## src/rtl/validation_checker_tol_compare.sv

```systemverilog
`default_nettype none
`timescale 1ns/1ps
// ============================================================================
// Module   : tol_compare
// Brief    : Signed |pred - exp| <= unsigned tolerance, purely combinational.
// Revision : 1.0 - initial release
// ============================================================================
module tol_compare #(
    parameter int DATA_W = 16
) (
    input  wire logic [DATA_W-1:0] pred_data,
    input  wire logic [DATA_W-1:0] exp_data,
    input  wire logic [DATA_W-1:0] tol,
    output logic                   match
);
    logic [DATA_W:0] diff;
    logic [DATA_W:0] abs_diff;

    // One extra bit keeps -32768 vs 32767 (diff 65535) from overflowing.
    assign diff     = {pred_data[DATA_W-1], pred_data} - {exp_data[DATA_W-1], exp_data};
    assign abs_diff = diff[DATA_W] ? (~diff + (DATA_W+1)'(1)) : diff;
    assign match    = (abs_diff <= {1'b0, tol});

endmodule : tol_compare
`default_nettype wire

```

## config.mk

```make
export PLATFORM = sky130hd
export DESIGN_NAME = tol_compare
export DESIGN_NICKNAME = d
export VERILOG_FILES = /design/src/rtl/validation_checker_tol_compare.sv
export SDC_FILE = /design/constraint.sdc
export NUM_CORES = 1
export LEC_CHECK = 0
export CORE_MARGIN = 10
export CORE_UTILIZATION = 46
export DETAILED_ROUTE_END_ITERATION = 12
export PLACE_DENSITY = 0.81
export SYNTH_ARGS = -nofsm -noshare
export SYNTH_HDL_FRONTEND = slang
export SYNTH_SLANG_ARGS = --single-unit
```

## constraint.sdc

```tcl
create_clock -name vclk -period 3.5
set_clock_uncertainty 0.05 [all_clocks]
set_input_delay 0.35 -clock vclk [all_inputs]
set_output_delay 0.35 -clock vclk [all_outputs]
set_load 0.01 [all_outputs]
```

==> results of run 1 <==
## kinds of logic after synthesis
group / count (synthesis) / share of synthesized area
AO/OA/AOI/OAI: 70 / 0.269
buffers and inverters: 40 / 0.0908
AND/OR/NAND/NOR: 80 / 0.252
adder cells (fa/ha/maj): 34 / 0.257
XOR/XNOR: 25 / 0.130
## timing repair
action                                  4_1_cts
pin swaps                                    37
buffers inserted                             12
gates resized for setup                      42
endpoints found under the setup margin        1
endpoints found under the hold margin         0
hold buffers                                  0
## per-stage QoR
step	TNS [ns]	hold WS (ns)
after floorplan	-0.00547	1.02
after global placement	-1.28	1.90
after detailed placement	-1.22	1.91
after CTS	-0.590	1.59
==> impl_metrics.csv, run 1 <==
group,metric,value,unit
run_status,status,"stopped before the end",
run_status,haltStage,"global routing (5_1_grt)",
run_status,error_line,"[ERROR DPL-0038] Utilization greater than 100%, impossible to legalize",
floorplan,fp.dieH,80.5,um
grt,grt_max_degree,11,
synthesis,yosysSeqAreaShare,0,
place,placed_cells,399,
sta,endpoint_type,"primary output",
synthesis,yosysTopAreaCell,"ha_1",
synthesis,ys_types,44,
floorplan,initial_core_util,0.489,
synthesis,synth_nets,331,
place,post-place-ws,-1.22,ns
synthesis,synth_commonest_cells,"inv_1 (35), ha_1 (33), a21oi_1 (25), nor2_1 (20), nand2_1 (19)",
synthesis,ys_top_cells_by_area,"ha_1 (25%), inv_1 (7.8%), a21oi_1 (7.4%), xnor2_1 (7.3%), xor2_1 (5.7%)",
place,io_buffers,49,
synthesis,yosysWarnings,0,
floorplan,io_pins,49,
place,hpwl,4.77,mm
synthesis,avgSynthCellArea,6.75,um^2
sta,crit_endpoint,"match",
synthesis,yosys.area.top_type_share,0.246,
floorplan,rows,21,
synthesis,synth.most_common_cell,"inv_1",
floorplan,die_x,80.5,um
place,gp_congestion,0.864,
synthesis,synth_area,0.00168,mm^2
place,placed_cell_area,0.00282,mm^2
synthesis,synth_cells,249,
==> run 2: changes to the inputs <==
Settings changed: CORE_UTILIZATION 46 to 33, PLACE_DENSITY 0.81 to default, PLACE_DENSITY_LB_ADDON from default to 0.15.
Clock period 3.5 ns to 4.5 ns, I/O delays scaled along.
==> run 2 against run 1 <==
The run now ends clean; synthesized cell count unchanged; area after synthesis unchanged.
==> impl_metrics.csv, run 2 <==
group,metric,value,unit
place,gp_congestion,0.914,
critical_path,worstSetupPathType,"in2out",
place,io_buffers,49,
synthesis,yosysTopAreaCell,"ha_1",
grt,antenna_found_initial,0,
power,p_leak,1.52,nW
power,clockPowerShare,0,
final_layout,nFillCells,437,
sta,drv_slew,0,
synthesis,synth_area,0.00168,mm^2
floorplan,die_x,91.4,um
sta,finalCritPeriodShare,0.976,
floorplan,fp.dieH,91.4,um
synthesis,synth_nets,331,
final_layout,clock_buffers,0,
power,internal-power,0.000346,W
sta,tightest_slew,0.339,ns
final_layout,n_antenna_cell,0,
floorplan,io_pins,49,
synthesis,ys_types,44,
min_path,worst_hold_path_type,"in2out",
synthesis,yosysWarnings,0,
sta,min_period,4.39,ns
grt,grtUsageTotal,0.108,
synthesis,avgSynthCellArea,6.75,um^2
route,wl_per_cell,13.2,um
sta,max_slew_margin,0.774,
final_layout,layout_commonest_cell,"buf_4",
grt,gr-total-overflow,0,
sta,hold_violations,0,
grt,grt_pass1_wl,8.29,mm
grt,grt_max_degree,8,
final_layout,layout.nets,449,
critical_path,start_kind,"input port",
route,routed_wl,5.70,mm
sta,tns,0,ns
run_status,status,"complete, no violations",
route,via_count,2132,
final_layout,nFlopsAndLatches,0,
place,placed_cell_area,0.00265,mm^2
cts,cts-hold-fix-buffers,0,
power,powerDensity,198,mW/mm^2
route,vias_per_cell,4.94,
synthesis,ys_top_cells_by_area,"ha_1 (25%), inv_1 (7.8%), a21oi_1 (7.4%), xnor2_1 (7.3%), xor2_1 (5.7%)",
synthesis,synth_commonest_cells,"inv_1 (35), ha_1 (33), a21oi_1 (25), nor2_1 (20), nand2_1 (19)",
power,vdd_drop_max,0.0793,mV
floorplan,rows,25,
critical_path,worstSetupEndpointType,"output port",
power,seqPwrFrac,0,
floorplan,core_area,0.00482,mm^2
min_path,whs_endpoint,"match",
floorplan,dieArea,0.00835,mm^2
route,drtAntennaViolNets,0,
final_layout,stdcell_area,0.00323,mm^2
power,netSwitchingPower,0.000293,W
sta,fmax,228,MHz
power,p_sw_frac,0.459,
synthesis,yosysSeqAreaShare,0,
power,p_comb_frac,1.000,
place,hpwl,4.24,mm
final_layout,area_growth,91.9,%
route,dr.first_iter.drc_count,47,
floorplan,initial_core_util,0.349,
critical_path,crit_fanout,4,
synthesis,synth.most_common_cell,"inv_1",
critical_path,arrival,3.89,ns
final_layout,layout-drive-gt1-share,0.430,
synthesis,synth_cells,249,
sta,setup_violations,0,
grt,grt_pass1_vias,1943,
route,dr.pass1.iters,4,
flow_run,maxCapViolCount,0,
min_path,hold_depth,7,
min_path,hold_start,"tol[14]",
critical_path,cp.required,4.00,ns
route,drcViolationCount,0,
synthesis,yosys.area.top_type_share,0.246,
final_layout,seq_area,0,um^2
final_layout,mostFrequentLayoutCells,"buf_4 (70), clkdlybuf4s50_1 (38), inv_1 (27), ha_1 (24), nor2_1 (17)",
==> run 2: how the worst max path moves through the flow <==
stage	start	endpoint	slack (ns)	cells past startpoint
after floorplan	pred_data[0]	match	0.42	19
after global placement	pred_data[0]	match	-0.56	23
after detailed placement	pred_data[0]	match	-0.60	21
after CTS	pred_data[0]	match	0.03	23
after global routing	exp_data[3]	match	-0.12	20
final	exp_data[3]	match	0.11	20
==> run 2: critical path, cell delays in order <==
cell and delay [ns]:
clkdlybuf4s50_1 0.47, inv_2 0.05, ha_4 0.27, o211ai_1 0.12, buf_4 0.17, a21oi_4 0.18
nor2_2 0.06, a2bb2oi_2 0.15, nor4_4 0.31, nand3_2 0.17, o21ai_2 0.18, xor2_1 0.10
ha_1 0.33, nand4_1 0.14, nor4_2 0.31, nand2_1 0.08, o21ai_1 0.07, a21oi_1 0.05
nor2_1 0.08, buf_2 0.13
==> run 2: logic make-up (layout without fill, tap and decap cells) <==
family | count (synthesis) | count (layout) | synth area share
XOR/XNOR | 25 | 25 | 0.130
AND/OR/NAND/NOR | 80 | 80 | 0.252
adder cells (fa/ha/maj) | 34 | 34 | 0.257
AO/OA/AOI/OAI | 70 | 70 | 0.269
buffers and inverters | 40 | 156 | 0.0908
==> run 2: cell type report <==
type	count	area, um^2	share of cell area
repair buffers	121	1050	0.326
well taps	67	83.8	0.0260
inverters	35	131	0.0407
multi-input cells	209	1960	0.608
==> run 2: layer usage <==
metal	track usage	wire [um]	vias up
met3	0.00741	152	4
li1	-	-	1123
met5	0	0	-
met4	0.00522	49	0
met1	0.150	2600	958
met2	0.184	2900	47
==> run 2: metrics by stage <==
stage               cells  worst slack [ns]  total power [W]   util  hold slack [ns]
floorplan             249             0.423         0.000291      -             1.25
global placement      415            -0.563         0.000482  0.550             2.14
detailed placement    415            -0.601         0.000489  0.550             2.13
CTS                   417            0.0255         0.000507  0.565             1.80
global route          432            -0.122         0.000700  0.670             1.82
finish                432             0.106         0.000639  0.670             1.77
==> run 2: power groups by stage <==
| stage | clock (W) | combinational [W] | sequential, W |
|---|---|---|---|
| 2_1_floorplan | 0 | 0.000291 | 0 |
| 3_3_place_gp | 0 | 0.000482 | 0 |
| 3_5_place_dp | 0 | 0.000489 | 0 |
| 4_1_cts | 0 | 0.000507 | 0 |
| 5_1_grt | 0 | 0.000700 | 0 |
| 6_report | 0 | 0.000639 | 0 |
==> run 2: what timing repair did <==
| action | 4_1_cts | 5_1_grt |
|---|---|---|
| gates resized for setup | 20 | 94 |
| pin swaps | 12 | 67 |
| cloned | 0 | 0 |
| endpoints found under the setup margin | 1 | 1 |
| buffers inserted | 2 | 17 |
No activity file was read; power rests on OpenSTA's default activity.
==> run 3: changes to the inputs <==
Settings changed: DONT_BUFFER_PORTS from default to 1, PLACE_DENSITY from default to 0.45, PLACE_DENSITY_LB_ADDON 0.15 to default, SETUP_SLACK_MARGIN from default to 0.15.
==> run 3 against run 2 <==
Maximum frequency is 7.1% higher; worst hold slack worse by 0.48 ns; critical path depth decreased by 3; cell area is 40% lower; critical endpoint unchanged.
==> impl_metrics.csv, run 3 (synthesis gave the netlist of run 2 again) <==
group,metric,value,unit
final_layout,layout_commonest_cell,"inv_1",
grt,grt_pass1_vias,1606,
critical_path,critical-path-max-stage-delay,0.56,ns
route,routed_wl,4.32,mm
route,via_count,1636,
sta,hold_slack,1.29,ns
final_layout,seq_area,0,um^2
grt,grt_pass1_wl,7.34,mm
place,hpwl,3.84,mm
route,vias_per_cell,5.10,
power,p_leak,0.906,nW
critical_path,cp-startpoint,"exp_data[6]",
min_path,worst_hold_path_type,"in2out",
sta,setup_violations,0,
sta,fmax,244,MHz
critical_path,crit_cells,17,
route,dr.first_iter.drc_count,36,
sta,max_slew_margin,0.728,
floorplan,die_x,91.4,um
critical_path,worstSetupEndpointType,"output port",
route,drtAntennaViolNets,0,
final_layout,layout-drive-gt1-share,0.150,
final_layout,area_growth,15.3,%
grt,gr-total-overflow,0,
critical_path,critPathBufInv,1,
grt,antenna_found_initial,0,
critical_path,critical_path.most_common_cell,"nand2_1",
floorplan,fp.dieH,91.4,um
final_layout,stdcell_area,0.00194,mm^2
sta,finalCritPeriodShare,0.912,
critical_path,crit_family,"simple AND/OR/NAND/NOR gates",
floorplan,rows,25,
critical_path,crit_fanout,7,
final_layout,mostFrequentLayoutCells,"inv_1 (35), ha_1 (31), a21oi_1 (24), nor2_1 (19), nand2_1 (19)",
sta,hold_violations,0,
flow_run,maxCapViolCount,0,
critical_path,start_kind,"input port",
grt,grt_max_degree,11,
power,finalPower,0.000395,W
run_status,status,"complete, no violations",
critical_path,cp.required,4.00,ns
sta,tightest_slew,0.406,ns
final_layout,nFillCells,544,
critical_path,worstSetupPathType,"in2out",
sta,drv_slew,0,
final_layout,nFlopsAndLatches,0,
critical_path,cp_slowest_cell,"or4_4",
route,dr.pass1.iters,4,
critical_path,crit_end,"match",
critical_path,crit_chain,"inv_1 > ha_2 > and2_1 > and3_2 > o31ai_4 > nor4_1 > or4_4 > nand2_1 > o21ai_1 > xor2_1 > ha_1 > nand4_1 > nor4_2 > nand2_1 > o21ai_0 > a21oi_1 > nor2_2",
sta,rsz0062_at_grt,"no",
route,wl_per_cell,13.5,um
route,drcViolationCount,0,
sta,min_period,4.10,ns
final_layout,clock_buffers,0,
floorplan,io_pins,49,
final_layout,layout.nets,338,
cts,cts-hold-fix-buffers,0,
power,vdd_drop_max,0.0713,mV
critical_path,arrival,3.60,ns
floorplan,core_area,0.00482,mm^2
place,gp_congestion,0.752,
sta,tns,0,ns
power,powerDensity,204,mW/mm^2
final_layout,n_antenna_cell,0,
floorplan,dieArea,0.00835,mm^2
grt,grtUsageTotal,0.0969,
place,placed_cell_area,0.00177,mm^2
place,io_buffers,0,
floorplan,initial_core_util,0.349,
[run 3: through the flow]
stage	util	setup WS [ns]	std cells
after detailed placement	0.368	0.0244	315
final	0.402	0.397	321
after CTS	0.377	0.201	317
after global placement	0.368	0.00105	315
after floorplan	-	0.423	249
after global routing	0.402	0.128	321
[run 3: power breakdown]
group | switching (W) | total [W] | internal [W] | leakage (nW)
Clock | 0 | 0 | 0 | 0
Combinational | 0.000216 | 0.000395 | 0.000179 | 0.906
Sequential | 0 | 0 | 0 | 0
[run 3: what timing repair did]
item                                    in CTS  in global routing
setup buffers                                2                  4
cloned                                       0                  0
pin swaps                                    3                 10
gates resized for setup                      5                 19
endpoints found under the setup margin       1                  1
[run 3: worst min path at each step]
stage / startpoint / end / slack [ns] / depth (start not counted)
after global placement: tol[14] / match / 1.28 / 5
final: tol[14] / match / 1.29 / 5
after detailed placement: tol[14] / match / 1.28 / 5
after floorplan: tol[14] / match / 1.25 / 5
after CTS: tol[14] / match / 1.30 / 5
after global routing: tol[14] / match / 1.32 / 5
[run 3: metal layers]
| layer | vias up | wire [um] | part of all wire | GRT usage |
|---|---|---|---|---|
| met5 | - | 0 | 0 | 0 |
| met4 | 0 | 0 | 0 | 0 |
| met3 | 0 | 235 | 0.054 | 0.0206 |
| met2 | 36 | 1900 | 0.44 | 0.159 |
| met1 | 699 | 2180 | 0.51 | 0.133 |
| li1 | 901 | - | - | - |
[run 3: final cells by class]
type                            instances  area, um^2  share of cell area
Multi-Input combinational cell        209        1650               0.850
Timing Repair Buffer                   10        75.1              0.0387
Inverter                               35         131              0.0678
Tap cell                               67        83.8              0.0433
[run 3: tightest hold or removal path: stages]
cell and delay [ns]:
inv_1 0.04, ha_1 0.13, a211oi_1 0.04, a21oi_1 0.17, nor2_2 0.07
